===== src/rtl/instr_sequencer.sv =====
// instr_sequencer: fetch/execute sequencer for the 8-bit model CPU (IR, phase bit, one-hot
// instruction lines, Z/C flags, halt/illegal/bus-error status). Optional macro SEQ_SINGLE_STEP_EN.
module instr_sequencer #(
  parameter int WAIT_MAX = 16,
  parameter int CNT_W    = 5
) (
  input  logic       clk,
  input  logic       rst_n,
  input  logic       run,
`ifdef SEQ_SINGLE_STEP_EN
  input  logic       step,
`endif
  input  logic [7:0] ram_dout,
  input  logic       ram_ready,
  input  logic       alu_c,
  input  logic       alu_z,
  input  logic       cf_en,
  input  logic       zf_en,
  output logic       sm,
  output logic [7:0] ir,
  output logic       mova,
  output logic       movb,
  output logic       movc,
  output logic       add,
  output logic       sub,
  output logic       and1,
  output logic       not1,
  output logic       rsr,
  output logic       rsl,
  output logic       jmp,
  output logic       jz,
  output logic       jc,
  output logic       in1,
  output logic       out1,
  output logic       nop,
  output logic       halt,
  output logic       z,
  output logic       c,
  output logic       halted,
  output logic       illegal,
  output logic       bus_err
);

  typedef enum logic [1:0] {
    S_IDLE   = 2'd0,
    S_FETCH  = 2'd1,
    S_EXEC   = 2'd2,
    S_HALTED = 2'd3
  } state_t;

  localparam int L_NOP  = 0;
  localparam int L_HALT = 1;
  localparam int L_IN1  = 2;
  localparam int L_OUT1 = 3;
  localparam int L_MOVA = 4;
  localparam int L_MOVB = 5;
  localparam int L_MOVC = 6;
  localparam int L_ADD  = 7;
  localparam int L_SUB  = 8;
  localparam int L_RSR  = 9;
  localparam int L_RSL  = 10;
  localparam int L_AND1 = 11;
  localparam int L_NOT1 = 12;
  localparam int L_JMP  = 13;
  localparam int L_JZ   = 14;
  localparam int L_JC   = 15;

  state_t             state_q, state_d;
  logic [CNT_W-1:0]   cnt_q, cnt_d;
  logic               sm_q, sm_d;
  logic [7:0]         ir_q, ir_d;
  logic [15:0]        lines_q, lines_d;
  logic               z_q, z_d;
  logic               c_q, c_d;
  logic               halted_q, halted_d;
  logic               illegal_q, illegal_d;
  logic               bus_err_q, bus_err_d;

  logic               start_req;
  logic               is_mem;
  logic               waiting;
  logic               timeout_hit;
  logic               exec_done;
  logic [16:0]        dec;

  // Returns {undefined_opcode, one-hot line vector}; undefined opcodes decode as nop.
  function automatic logic [16:0] decode(input logic [7:0] op);
    logic [15:0] l;
    logic        bad;
    l   = '0;
    bad = 1'b0;
    case (op[7:4])
      4'h0: l[L_NOP]  = 1'b1;
      4'h1: l[L_HALT] = 1'b1;
      4'h4: l[L_IN1]  = 1'b1;
      4'h5: l[L_OUT1] = 1'b1;
      4'h7: begin
        if (op[3:2] == 2'b11)      l[L_MOVB] = 1'b1;
        else if (op[1:0] == 2'b11) l[L_MOVC] = 1'b1;
        else                       l[L_MOVA] = 1'b1;
      end
      4'h8: l[L_ADD]  = 1'b1;
      4'h9: l[L_SUB]  = 1'b1;
      4'hA: l[L_RSR]  = 1'b1;
      4'hB: l[L_RSL]  = 1'b1;
      4'hC: l[L_AND1] = 1'b1;
      4'hD: l[L_NOT1] = 1'b1;
      4'hE: l[L_JMP]  = 1'b1;
      4'hF: begin
        case (op[3:2])
          2'b00:   l[L_JZ] = 1'b1;
          2'b01:   l[L_JC] = 1'b1;
          default: begin
            l[L_NOP] = 1'b1;
            bad      = 1'b1;
          end
        endcase
      end
      default: begin
        l[L_NOP] = 1'b1;
        bad      = 1'b1;
      end
    endcase
    return {bad, l};
  endfunction

`ifdef SEQ_SINGLE_STEP_EN
  logic step_q;
  logic step_rise;

  always_ff @(posedge clk or negedge rst_n) begin
    if (!rst_n) step_q <= 1'b0;
    else        step_q <= step;
  end

  // A held step produces a single rise, so it can only launch one instruction.
  assign step_rise = step & ~step_q;
  assign start_req = run | step_rise;
`else
  assign start_req = run;
`endif

  assign dec         = decode(ram_dout);
  assign is_mem      = lines_q[L_MOVB] | lines_q[L_MOVC] | lines_q[L_IN1] | lines_q[L_OUT1];
  assign waiting     = ((state_q == S_FETCH) && !ram_ready) ||
                       ((state_q == S_EXEC) && is_mem && !ram_ready);
  assign timeout_hit = waiting && (cnt_q == CNT_W'(WAIT_MAX - 1));
  assign exec_done   = (state_q == S_EXEC) && (!is_mem || ram_ready);

  always_ff @(posedge clk or negedge rst_n) begin
    if (!rst_n) state_q <= S_IDLE;
    else        state_q <= state_d;
  end

  always_comb begin
    state_d = state_q;
    case (state_q)
      S_IDLE:   if (start_req) state_d = S_FETCH;
      S_FETCH: begin
        if (ram_ready)        state_d = S_EXEC;
        else if (timeout_hit) state_d = S_HALTED;
      end
      S_EXEC: begin
        if (timeout_hit)           state_d = S_HALTED;
        else if (exec_done) begin
          if (lines_q[L_HALT])     state_d = S_HALTED;
          else if (run)            state_d = S_FETCH;
          else                     state_d = S_IDLE;
        end
      end
      default:                     state_d = S_HALTED;
    endcase
  end

  always_comb begin
    cnt_d     = '0;
    sm_d      = (state_d == S_EXEC);
    ir_d      = ir_q;
    lines_d   = '0;
    z_d       = z_q;
    c_d       = c_q;
    halted_d  = (state_d == S_HALTED);
    illegal_d = illegal_q;
    bus_err_d = bus_err_q | timeout_hit;

    // The counter restarts on every state change and only runs while a RAM access is pending.
    if ((state_d == state_q) && waiting)
      cnt_d = cnt_q + 1'b1;

    if ((state_q == S_FETCH) && ram_ready) begin
      ir_d      = ram_dout;
      illegal_d = illegal_q | dec[16];
    end

    case (state_d)
      S_EXEC:   lines_d = (state_q == S_FETCH) ? dec[15:0] : lines_q;
      S_HALTED: lines_d[L_HALT] = 1'b1;
      default:  lines_d = '0;
    endcase

    if (exec_done) begin
      if (cf_en) c_d = alu_c;
      if (zf_en) z_d = alu_z;
    end
  end

  always_ff @(posedge clk or negedge rst_n) begin
    if (!rst_n) begin
      cnt_q     <= '0;
      sm_q      <= 1'b0;
      ir_q      <= 8'h00;
      lines_q   <= '0;
      z_q       <= 1'b0;
      c_q       <= 1'b0;
      halted_q  <= 1'b0;
      illegal_q <= 1'b0;
      bus_err_q <= 1'b0;
    end else begin
      cnt_q     <= cnt_d;
      sm_q      <= sm_d;
      ir_q      <= ir_d;
      lines_q   <= lines_d;
      z_q       <= z_d;
      c_q       <= c_d;
      halted_q  <= halted_d;
      illegal_q <= illegal_d;
      bus_err_q <= bus_err_d;
    end
  end

  assign sm      = sm_q;
  assign ir      = ir_q;
  assign z       = z_q;
  assign c       = c_q;
  assign halted  = halted_q;
  assign illegal = illegal_q;
  assign bus_err = bus_err_q;

  assign nop  = lines_q[L_NOP];
  assign halt = lines_q[L_HALT];
  assign in1  = lines_q[L_IN1];
  assign out1 = lines_q[L_OUT1];
  assign mova = lines_q[L_MOVA];
  assign movb = lines_q[L_MOVB];
  assign movc = lines_q[L_MOVC];
  assign add  = lines_q[L_ADD];
  assign sub  = lines_q[L_SUB];
  assign rsr  = lines_q[L_RSR];
  assign rsl  = lines_q[L_RSL];
  assign and1 = lines_q[L_AND1];
  assign not1 = lines_q[L_NOT1];
  assign jmp  = lines_q[L_JMP];
  assign jz   = lines_q[L_JZ];
  assign jc   = lines_q[L_JC];

endmodule


===== config.mk =====
export PLATFORM = sky130hd
export DESIGN_NAME = instr_sequencer
export DESIGN_NICKNAME = d
export VERILOG_FILES = /design/src/rtl/instr_sequencer.sv
export SDC_FILE = /design/constraint.sdc
export NUM_CORES = 1
export LEC_CHECK = 0
export BUFFER_PORTS_ARGS = -buffer_cell sky130_fd_sc_hd__buf_2
export CORE_ASPECT_RATIO = 1.2
export CORE_MARGIN = 1.5
export CORE_UTILIZATION = 30
export DETAILED_ROUTE_END_ITERATION = 8
export GPL_TIMING_DRIVEN = 0
export PLACE_DENSITY = 0.5
export SYNTH_ARGS = -nofsm -noshare
export SYNTH_HDL_FRONTEND = slang
export SYNTH_SLANG_ARGS = --single-unit

===== constraint.sdc =====
create_clock -name clk -period 2.74 [get_ports clk]
set_input_delay 0.274 -clock clk [delete_from_list [all_inputs] [get_ports clk]]
set_output_delay 0.274 -clock clk [all_outputs]
set_load 0.02 [all_outputs]

Word level (Yosys, flattened, before mapping)
Index checks and enable logic that the tools add are counted.
{"block": "word_totals", "reg_bits": 37, "word_cells": 92, "out_inout_bits": 30}
{"block": "classes", "n_eq_ne": 22, "bitwise_logic": 5, "reduce_logical": 19, "add_sub_neg": 1, "n_mux": 35}
{"operator": "== test 4 bit, second input constant", "count": 8}
{"operator": "2-to-1 mux 1 bit", "count": 20}
{"operator": "2-to-1 mux 16 bit", "count": 1}
{"operator": "2-to-1 mux 14 bit", "count": 1}
{"operator": "2-to-1 mux 2 bit", "count": 7}
{"operator": "== test 4 x 3 -> 1 bit, second input constant", "count": 3}
{"operator": "OR reduction 12 bit", "count": 1}
{"operator": "OR reduction 11 bit", "count": 1}
{"operator": "== test 2 bit, second input constant", "count": 5}
{"operator": "logical AND 1 bit", "count": 7}
{"operator": "one-hot mux 1 bit (2 select lines)", "count": 3}
{"operator": "one-hot mux 2 bit (3 select lines)", "count": 1}
{"operator": "adder 5 x 1 -> 5 bit, second input constant", "count": 1}
{"operator": "== test 5 x 4 -> 1 bit, second input constant", "count": 1}
{"operator": "2-to-1 mux 5 bit", "count": 1}
{"operator": "bitwise OR 1 bit", "count": 5}
{"operator": "== test 2 x 1 -> 1 bit, second input constant", "count": 2}
{"operator": "== test 4 x 1 -> 1 bit, second input constant", "count": 1}
{"operator": "logical NOT 2 bit", "count": 2}
{"operator": "logical NOT 4 bit", "count": 1}
{"operator": "AND reduction 2 bit", "count": 2}
{"operator": "2-to-1 mux 3 bit", "count": 1}
{"operator": "== test 2 bit", "count": 1}
{"operator": "logical NOT 1 bit", "count": 2}
{"operator": "other kinds (3)", "count": 4}

Depth between registers and ports, before layout
Gate-level depths: netlist of the first run.
{"block": "logic_depth", "ltp_word": 13, "mapped_depth": 9}

Worst setup path before layout of the first run
No wires, ideal clock.
{"block": "synth_timing", "path_kind": "register -> register", "start": "register cnt_q[0]", "end": "register lines_q[11]", "setup_time_ns": 0.072, "arrival_ns": 1.776, "path_buffers": 1, "period_less_slack_ns": 1.848, "path_slack_ns": 0.892, "stages_incl_launch_ff": 8, "cell_sequence": "dfrtp_1 ha_1 and3_1 ha_1 o31ai_1 o211ai_4 buf_6 nor2_1"}
{"block": "synth_between", "elab_chain_cells": 7, "elab_cells_between_ends": 9, "cone_classes": "eq/ne (3); mux (5); reduce/logical (1)"}
{"item": "start, declared", "line_no": "69", "source": "logic [CNT_W-1:0] cnt_q, cnt_d;"}
{"item": "start signal, assigned", "line_no": "219", "source": "cnt_q <= cnt_d;"}
{"item": "== test 5 x 4 -> 1 bit *", "line_no": "147", "source": "assign timeout_hit = waiting && (cnt_q == CNT_W'(WAIT_MAX - 1));"}
{"item": "logical AND 1 bit *", "line_no": "147"}
{"item": "2-to-1 mux 2 bit", "line_no": "161", "source": "else if (timeout_hit) state_d = S_HALTED;"}
{"item": "2-to-1 mux 2 bit", "line_no": "160", "source": "if (ram_ready) state_d = S_EXEC;"}
{"item": "one-hot mux 2 bit (3 select lines) *", "line_no": "157", "source": "case (state_q)"}
{"item": "== test 2 bit *", "line_no": "195", "source": "case (state_d)"}
{"item": "inequality test 2 x 1 -> 1 bit (no source line) or 2-to-1 mux 14 bit (tied branches)"}
{"item": "end signal, assigned", "line_no": "222", "source": "lines_q <= lines_d;"}
{"item": "end, declared", "line_no": "72", "source": "logic [15:0] lines_q, lines_d;"}
Mark *: on every way between the ends. The rest lies on a longest branch, timed or not.
A chain may end at the register's enable or synchronous reset.

Final worst setup path of the first run
Ends and elaborated chain as after synthesis.

==> qor.csv, run 1 <==
stage,metric,value,unit
outcome,status,"finished, final reports clean",
final_layout,"Core Util, Final",0.389,
yosys,YS warnings,0,
grt,GRT Total Usage,0.143,
critical_path,CP required,2960,ps
cts,Worst-path clk slew,70,ps
cts,H-Tree Depth,2,
routing,Initial DRC Count,92,
yosys,post-synth cell types,43,
grt,Overflow after GRT,0,
sta,final slew viol count,0,
yosys,area of the mapped netlist,0.00171,mm2
sta,actual slew at the worst max-slew pin,835,ps
critical_path,Critical Path End Type,flip-flop,
yosys,sequential fraction of the synthesis area,0.542,
sta,final hold violations,0,
die,Die Y-Extent,85.7,um
critical_path,Startpoint Class,flip-flop,
sta,Slew HR,0.443,
job,total of max-cap violations,0,
sta,Final Cycle Share,0.752,
critical_path,Crit path max-delay family,compound AO/OA/AOI/OAI gates,
yosys,most frequent cells after synthesis,"37 x dfrtp_1, 20 x nor2_1, 8 x mux2_2, 7 x a22oi_1",
sta,RSZ-0062 raised after global routing,no,
yosys,"Top FF cell, synth",dfrtp_1,
yosys,share of the synthesized area in the top cell type,0.542,
die,Cell Rows,29,
power,Pwr per Cell Area,642,mW/mm2
grt,largest net degree at the start of global routing,38,
yosys,syn_nets,174,
grt,global-route wire length before repair,6670,um
place,post-DP HPWL,2870,um
critical_path,Crit Path Max Fanout,10,
cts,clock sinks,37,
power,P_leak,0.00101,uW
place,I/O Buffers,43,
routing,DR DRC count,0,
place,GP Congestion,0.722,
sta,skew final,6.91,ps
routing,DR vias/cell,5.18,
sta,final setup vio count,0,
yosys,largest family of logic cells by synthesized area,simple AND/OR/NAND/NOR gates,
routing,Post-DRT Antenna Nets,0,
grt,initial antenna violation count,0,
sta,setup TNS,0,ps
power,maximum vdd drop,0.000206,V
sta,maximum operating frequency,485,MHz
cts,CTS tree,yes,
routing,wire per inst,15.0,um
critical_path,cell repeated most along the worst path,ha_1,
critical_path,CP max stage cell,o31ai_1,
cts,Root Buffer,clkbuf_8,
yosys,complex-gate fraction of the synthesized area,0.153,
yosys,Synth Instances,156,
critical_path,worst setup path category,reg2reg,
final_layout,Area growth syn-to-layout,22.2,%
worst_hold_path,Hold Path Class,in2async,
routing,DR vias,1389,
yosys,Synth area leaders,"dfrtp_1 54%, mux2_2 5.3%, nor2_1 4.4%",
power,Final Total Pwr,1340,uW
sta,Tmin final,2060,ps
final_layout,Final nets,224,
yosys,Simple-Gate Fraction of Synth Area,0.182,
final_layout,diodes inserted,0,
yosys,post-synth top area cell,dfrtp_1,
yosys,"count leader, synth",dfrtp_1,
critical_path,CP bufs+invs,1,
cts,CTS Buf Count,5,
yosys,Synth Area in XOR/XNOR,0.0103,
place,placed cell area,0.00200,mm2
routing,DRT Wirelength,4020,um
critical_path,delay of the slowest cell on the worst path,480,ps
cts,post-CTS setup repair buffer count,0,
yosys,Adder-Cell Fraction of Synth Area,0.0205,
yosys,mux cell area share after synthesis,0.0527,
die,Core Box Area,0.00537,mm2
die,die area,0.00616,mm2
grt,vias in the first global route,1346,
yosys,Seq cells post-synth,37,
final_layout,Finished Cell Area,0.00209,mm2
yosys,Syn Area/Cell,10.9,um2
die,io pins,46,
routing,Initial DRT Pass Iterations,4,
final_layout,layout cells sized above 1,0.330,
critical_path,worst-path cell chain,ha_1 -> and3_1 -> ha_1 -> o31ai_1 -> o211ai_4 -> buf_6 -> nor2_1,
cts,CTS Hold Bufs,0,
cts,worst skew pair latency,290,ps
yosys,post-synthesis async set-or-reset flop share,1.00,
cts,PostCTS Resize Cnt,0,
critical_path,worst path arrival time,2280,ps
cts,deepest clock path buffer count,2,
die,Die X-Extent,71.9,um
yosys,Post-synth EDFFs,0,
die,Starting Density,0.318,
sequential cells by signal, indices dropped and copies added (netlist names):
| name | cells |
|---|---|
| z | 1 |
| c | 1 |
| cnt_q | 5 |
| ir | 8 |
| lines_q | 16 |
| state_q | 2 |
| illegal | 1 |
| sm | 1 |
| bus_err | 1 |
| halted | 1 |
where the power goes:
group	total (uW)	switching (uW)	internal (uW)	leakage, uW
Combinational	307	188	119	0.000474
Sequential	644	34.7	609	0.000488
Clock	389	189	200	0.0000443
worst reg2reg max path: cells and delay by family (launching register included):
family | cells | cell delay, ps
and+or+nand+nor | 2 | 300
buffers and inverters | 1 | 180
adders and majority gates | 2 | 460
DFF | 1 | 390
AOI/OAI and AO/OA | 2 | 670
kinds of logic after synthesis:
kind of cell | Yosys count
AND/OR/NAND/NOR | 57
XOR/XNOR | 2
flip-flops | 37
multiplexers | 8
buffers and inverters | 15
adder cells (fa/ha/maj) | 3
AO/OA/AOI/OAI | 34
through the flow:
stage	hold slack (ps)	instances	setup WS (ps)
after floorplan	-21.6	156	892
after global placement	441	261	687
after detailed placement	438	261	687
after CTS	115	268	674
after global routing	141	268	513
final	83.8	268	678
final timing paths:
check	start	endpoint	slack (ps)	depth (start not counted)
max in group asynchronous	rst_n	halted$_DFF_PN0_	2120	1
min in group clk	alu_c	c$_DFFE_PN0P_	210	2
hold reg to reg	bus_err$_DFF_PN0_	bus_err$_DFF_PN0_	450	1
hold / removal	rst_n	ir[5]$_DFFE_PN0P_	80	1
setup reg to reg	cnt_q[0]$_DFF_PN0_	lines_q[11]$_DFFE_PN0P_	680	7
setup / recovery	cnt_q[0]$_DFF_PN0_	lines_q[11]$_DFFE_PN0P_	680	7
placed cells by master, fill, tap and decap left out, types with 2 or more instances in the layout:
| cell type | instances |
|---|---|
| buf_2 | 46 |
| dfrtp_1 | 37 |
| nor2_1 | 20 |
| mux2_2 | 8 |
| a22oi_1 | 7 |
| inv_1 | 6 |
| nor3_1 | 6 |
| nand2_1 | 6 |
| clkbuf_8 | 6 |
| clkbuf_1 | 5 |
| nor2b_1 | 5 |
| o21ai_0 | 4 |
| a32oi_1 | 4 |
| o21a_1 | 3 |
| nand3_1 | 3 |
| nand2b_1 | 3 |
| a21oi_1 | 3 |
| and3_1 | 2 |
| nor4_1 | 2 |
| o22ai_1 | 2 |
| or2_2 | 2 |
| a21o_1 | 2 |
| a2bb2oi_1 | 2 |
| ha_1 | 2 |
per-layer routing:
metal  GRT usage  up-vias  share of wire
li1            -      660              -
met1       0.188      677           0.47
met3      0.0388        6          0.056
met4      0.0617        0          0.019
met5           0        -              0
met2       0.220       46           0.45
final cells by class:
class,count,area (um2)
fill,561,3280
sequential,37,926
multi-input combinational,104,714
timing repair buffer,43,215
clock buffer,7,86.3
tap,62,77.6
buffer,8,41.3
inverter,7,26.3
Note: power is estimated with default switching activity, not from simulation.
==> run 2, diff against run 1 <==
- ABC_AREA: unset -> 1
- PLACE_DENSITY: 0.5 -> 0.51
- clock period: 2.74 -> 1.88 ns (I/O delays scaled with it)
==> run 2 against run 1 <==
Non-clock buffer count stayed put. The flow now finishes with violations (negative hold slack). Area after synthesis is 2.1% higher. Global-route usage down 0.29 points. Critical path depth grew 1. Fmax up 16%. Register-to-register slack got worse by 580 ps. Critical path type unchanged.
==> qor.csv, run 2 <==
stage,metric,value,unit
outcome,status,finished with violations,
outcome,violations in the final reports,negative hold slack,
critical_path,CP endpoint,sm$_DFF_PN0_,
final_layout,Filler cells,597,
critical_path,worst-path cell chain,ha_1 -> and3_1 -> ha_2 -> o21ai_4 -> o211ai_4 -> nand3_4 -> buf_8 -> inv_1,
final_layout,"most common cell after layout, fill and taps aside",nand2_1,
place,post-DP HPWL,2940,um
grt,GRT Total Usage,0.140,
final_layout,Seq. cell area,926,um2
routing,DR vias,1439,
yosys,Synth Instances,196,
sta,skew final,12.4,ps
routing,Initial DRT Pass Iterations,4,
job,total of max-cap violations,0,
yosys,"Top FF cell, synth",dfrtp_1,
die,Die Y-Extent,86.5,um
power,Pwr per Cell Area,719,mW/mm2
critical_path,RR Startpoint,cnt_q[0]$_DFF_PN0_,
sta,Final Cycle Share,0.947,
worst_hold_path,Hold Path Class,in2async,
critical_path,worst reg-to-reg setup slack,100,ps
die,die area,0.00628,mm2
grt,M1 GR Usage,0.180,
routing,DR DRC count,0,
sta,Slew HR,0.444,
cts,Root Buffer,clkbuf_8,
power,P_leak,0.00114,uW
final_layout,Final nets,268,
sta,actual slew at the worst max-slew pin,834,ps
sta,final setup vio count,0,
die,Die X-Extent,72.6,um
yosys,"count leader, synth",nand2_1,
yosys,syn_nets,214,
routing,DRT Wirelength,4050,um
grt,grt peak-use layer,met2,
yosys,most frequent cells after synthesis,"46 x nand2_1, 37 x dfrtp_1, 22 x inv_1, 21 x nor2_1, 14 x o21ai_0",
yosys,post-synth cell types,32,
critical_path,CP max stage cell,dfrtp_1,
critical_path,Critical Path End Type,flip-flop,
cts,CTS tree,yes,
sta,Tmin final,1780,ps
sta,final slew viol count,0,
sta,final hold violations,15,
routing,DR vias/cell,4.57,
critical_path,reg2reg end,sm$_DFF_PN0_,
final_layout,diodes inserted,0,
grt,GR Layer Usage met3,0.0267,
yosys,post-synthesis async set-or-reset flop share,1.00,
sta,RSZ-0062 raised after global routing,no,
cts,worst skew pair latency,290,ps
critical_path,Crit Path Max Fanout,10,
critical_path,CP required,2060,ps
grt,largest net degree at the start of global routing,38,
yosys,Syn Area/Cell,8.90,um2
critical_path,delay of the slowest cell on the worst path,400,ps
critical_path,CP bufs+invs,2,
yosys,post-synth top area cell,dfrtp_1,
yosys,Post-synth EDFFs,0,
critical_path,worst setup path category,reg2reg,
final_layout,most frequent cells in the layout,"46 x nand2_1, 45 x buf_2, 37 x dfrtp_1",
routing,wire per inst,12.9,um
cts,H-Tree Depth,2,
grt,vias in the first global route,1433,
critical_path,worst path arrival time,1960,ps
grt,initial antenna violation count,0,
final_layout,layout cells sized above 1,0.335,
yosys,sequential fraction of the synthesis area,0.531,
yosys,Seq cells post-synth,37,
sta,maximum operating frequency,562,MHz
yosys,area of the mapped netlist,0.00174,mm2
place,I/O Buffers,45,
die,Cell Rows,30,
final_layout,Top reg by flops,lines_q,
cts,CTS Buf Count,5,
power,maximum vdd drop,0.000390,V
routing,Post-DRT Antenna Nets,0,
sta,WHS,-15.5,ps
critical_path,Levels on crit path,8,
cts,CTS Hold Bufs,0,
cts,Worst-path clk slew,80,ps
yosys,Synth area leaders,"dfrtp_1 53%, nand2_1 9.9%, inv_1 4.7%",
routing,Initial DRC Count,74,
final_layout,max reg flops,16,
place,GP Congestion,0.756,
critical_path,Crit path max-delay family,adder cells,
critical_path,Startpoint Class,flip-flop,
critical_path,critical path startpoint,cnt_q[0]$_DFF_PN0_,
final_layout,Area growth syn-to-layout,26.5,%
die,Core Box Area,0.00563,mm2
yosys,YS warnings,0,
grt,global-route wire length before repair,6690,um
yosys,share of the synthesized area in the top cell type,0.531,
die,io pins,46,
final_layout,Multi-input gate area,707,um2
grt,Overflow after GRT,0,
grt,met2 usage,0.228,
cts,deepest clock path buffer count,2,
cts,clock sinks,37,
critical_path,R2R depth,8,
sta,setup TNS,0,ps
die,Starting Density,0.310,
==> run 2: cell types whose count changed after synthesis, moves of 4 or more <==
cell	change
inv_1	+16
o21ai_0	+10
nand2_1	+40
mux2_2	-6
nor2_2	+10
nand2_2	+4
nor2b_1	-5
nand3_1	+4
==> run 2: stage by stage <==
step                worst slack, ps  utilization  instance area (um2)  power [uW]  instances
floorplan                       148            -                 1740         829        196
global placement              -37.3        0.364                 2050         874        305
detailed placement            -44.8        0.364                 2050         873        305
CTS                           0.992        0.389                 2190        1620        315
global route                   2.33        0.392                 2210        1650        315
finish                         99.6        0.392                 2210        1590        315
==> run 2: layer usage <==
metal | up-vias | part of all wire
met3 | 5 | 0.041
met2 | 34 | 0.48
met5 | - | 0
li1 | 728 | -
met1 | 672 | 0.46
met4 | 0 | 0.016
==> run 2: report_power, final <==
part / internal [uW] / switching (uW) / total (uW)
Clock: 432 / 301 / 732
Combinational: 16.6 / 43.9 / 60.5
Sequential: 795 / 0 / 795
==> run 2: worst min-delay path by stage <==
| stage | startpoint | to | slack [ps] | depth (start not counted) |
|---|---|---|---|---|
| after floorplan | rst_n | bus_err$_DFF_PN0_ | -110 | 0 |
| after global placement | rst_n | cnt_q[2]$_DFF_PN0_ | 350 | 1 |
| after detailed placement | rst_n | cnt_q[3]$_DFF_PN0_ | 350 | 1 |
| after CTS | rst_n | cnt_q[3]$_DFF_PN0_ | 30 | 1 |
| after global routing | rst_n | cnt_q[3]$_DFF_PN0_ | 80 | 1 |
| final | rst_n | cnt_q[3]$_DFF_PN0_ | -20 | 1 |
==> run 2: area by class of cell <==
type	count	area share
sequential	37	0.420
multi-input combinational	129	0.320
timing repair buffer	47	0.109
inverter	26	0.0454
clock buffer	6	0.0374
tap	64	0.0363
clock inverter	2	0.0170
buffer	4	0.0153
==> run 2: repair_timing <==
item | in CTS | in global routing
pin swaps | 1 | 2
setup buffers | 2 | 0
endpoints found under the setup margin | 10 | 19
gates resized for setup | 1 | 3
==> run 2: logic make-up (layout without fill, tap and decap cells) <==
kind of cell	Yosys count	after routing	share of synthesized area
fa+ha+maj	2	2	0.0143
compound gates	28	28	0.102
flops	37	37	0.531
buf+inv	30	85	0.0768
mux	2	2	0.0129
xor+xnor	2	2	0.0100
simple gates	95	95	0.253
==> run 3, diff against run 2 <==
- CAP_MARGIN: unset -> 20
- HOLD_SLACK_MARGIN: unset -> 0.08
==> run 3 against run 2 <==
The run now ends clean. Power about the same. Worst setup slack about the same. Flip-flop and latch count unchanged. Die area unchanged. Critical path depth unchanged. Routed wire length decreased by 0.15%. Sequential power about the same. Critical path type unchanged. Largest cell class unchanged.
==> qor.csv, run 3 (synthesized netlist as in run 2, its figures left out) <==
stage,metric,value,unit
grt,largest net degree at the start of global routing,38,
sta,setup TNS,0,ps
power,Final Total Pwr,1590,uW
critical_path,critical path startpoint,cnt_q[0]$_DFF_PN0_,
cts,H-Tree Depth,2,
final_layout,Final nets,269,
routing,DR DRC count,0,
sta,actual slew at the worst max-slew pin,834,ps
final_layout,Seq. cell area,926,um2
place,GP Congestion,0.756,
final_layout,layout cells sized above 1,0.333,
place,Placed Cells,305,
final_layout,Filler cells,596,
die,Core Box Area,0.00563,mm2
critical_path,RR Startpoint,cnt_q[0]$_DFF_PN0_,
sta,Final Cycle Share,0.947,
grt,GRT Total Usage,0.140,
sta,maximum operating frequency,562,MHz
sta,WHS,98.6,ps
sta,RSZ-0062 raised after global routing,no,
routing,wire per inst,12.8,um
cts,worst skew pair latency,290,ps
die,die area,0.00628,mm2
final_layout,fin cells,316,
final_layout,diodes inserted,0,
place,I/O Buffers,45,
final_layout,Area growth syn-to-layout,27.1,%
critical_path,R2R depth,8,
place,post-DP HPWL,2940,um
worst_hold_path,hold path cells,3,
outcome,status,"finished, final reports clean",
die,Die X-Extent,72.6,um
final_layout,most frequent cells in the layout,"46 x nand2_1, 45 x buf_2, 37 x dfrtp_1",
critical_path,Startpoint Class,flip-flop,
critical_path,worst reg-to-reg setup slack,100,ps
routing,DRT Wirelength,4040,um
critical_path,CP endpoint,sm$_DFF_PN0_,
routing,DR vias,1444,
sta,Tmin final,1780,ps
cts,clock sinks,37,
routing,DR vias/cell,4.57,
power,maximum vdd drop,0.000390,V
routing,Post-DRT Antenna Nets,0,
cts,Root Buffer,clkbuf_8,
place,pre-CTS WS,-44.8,ps
power,P_leak,0.00114,uW
sta,Slew HR,0.444,
final_layout,"most common cell after layout, fill and taps aside",nand2_1,
die,Die Y-Extent,86.5,um
grt,vias in the first global route,1433,
worst_hold_path,Hold Path Class,in2reg,
critical_path,reg2reg end,sm$_DFF_PN0_,
routing,Initial DRC Count,82,
sta,final setup vio count,0,
cts,Worst-path clk slew,80,ps
critical_path,Critical Path End Type,flip-flop,
final_layout,max reg flops,16,
die,Starting Density,0.310,
sta,Final WS setup,99.8,ps
power,Pwr per Cell Area,717,mW/mm2
critical_path,worst setup path category,reg2reg,
cts,CTS tree,yes,
die,io pins,46,
grt,global-route wire length before repair,6690,um
cts,CTS Buf Count,5,
sta,final slew viol count,0,
routing,Initial DRT Pass Iterations,4,
die,Cell Rows,30,
critical_path,Crit Path Max Fanout,10,
sta,final hold violations,0,
sta,skew final,12.4,ps
final_layout,Top reg by flops,lines_q,
grt,Overflow after GRT,0,
critical_path,worst path arrival time,1960,ps
cts,deepest clock path buffer count,2,
grt,initial antenna violation count,0,
final_layout,Multi-input gate area,707,um2
job,total of max-cap violations,0,
critical_path,CP required,2060,ps
run 3: cell type report:
type                    count  area share
flip-flops and latches     37       0.418
multi-input cells         129       0.319
repair buffers             48       0.113
inverters                  26      0.0451
clock buffers               6      0.0372
well taps                  64      0.0361
clock inverters             2      0.0169
plain buffers               4      0.0152
run 3: per-layer routing:
metal,routed length [um],track usage
met5,0,0
met4,63,0.0617
met3,168,0.0267
met2,1940,0.228
met1,1870,0.180
run 3: how the worst min path moves through the flow:
| stage | from | end |
|---|---|---|
| finish | ram_dout[0] | ir[0]$_DFFE_PN0P_ |
| global route | ram_dout[1] | ir[1]$_DFFE_PN0P_ |
| CTS | ram_dout[0] | ir[0]$_DFFE_PN0P_ |
| detailed placement | rst_n | cnt_q[3]$_DFF_PN0_ |
| global placement | rst_n | cnt_q[2]$_DFF_PN0_ |
| floorplan | rst_n | bus_err$_DFF_PN0_ |
run 3: critical path, cell delays in order (launching register included):
cell and delay (ps):
dfrtp_1 400, ha_1 220, and3_1 190, ha_2 210
o21ai_4 190, o211ai_4 120, nand3_4 120, buf_8 160
inv_1 50
run 3: through the flow:
step            util  instance area (um2)
2_1_floorplan      -                 1740
3_3_place_gp   0.364                 2050
3_5_place_dp   0.364                 2050
4_1_cts        0.390                 2200
5_1_grt        0.394                 2220
6_report       0.394                 2220
run 3: repair_timing:
item                                    CTS  global route
hold endpoints to repair                 37             0
gates resized for setup                   1             3
gates cloned                              0             0
setup buffers                             2             0
endpoints found under the setup margin   10            19
pin swaps                                 1             2
hold buffers                              1             0
run 3: where the power goes:
part	switching (uW)	total [uW]	internal (uW)
registers	0	795	795
logic	44.0	62.0	18.0
clock network	301	732	432
total	345	1590	1240
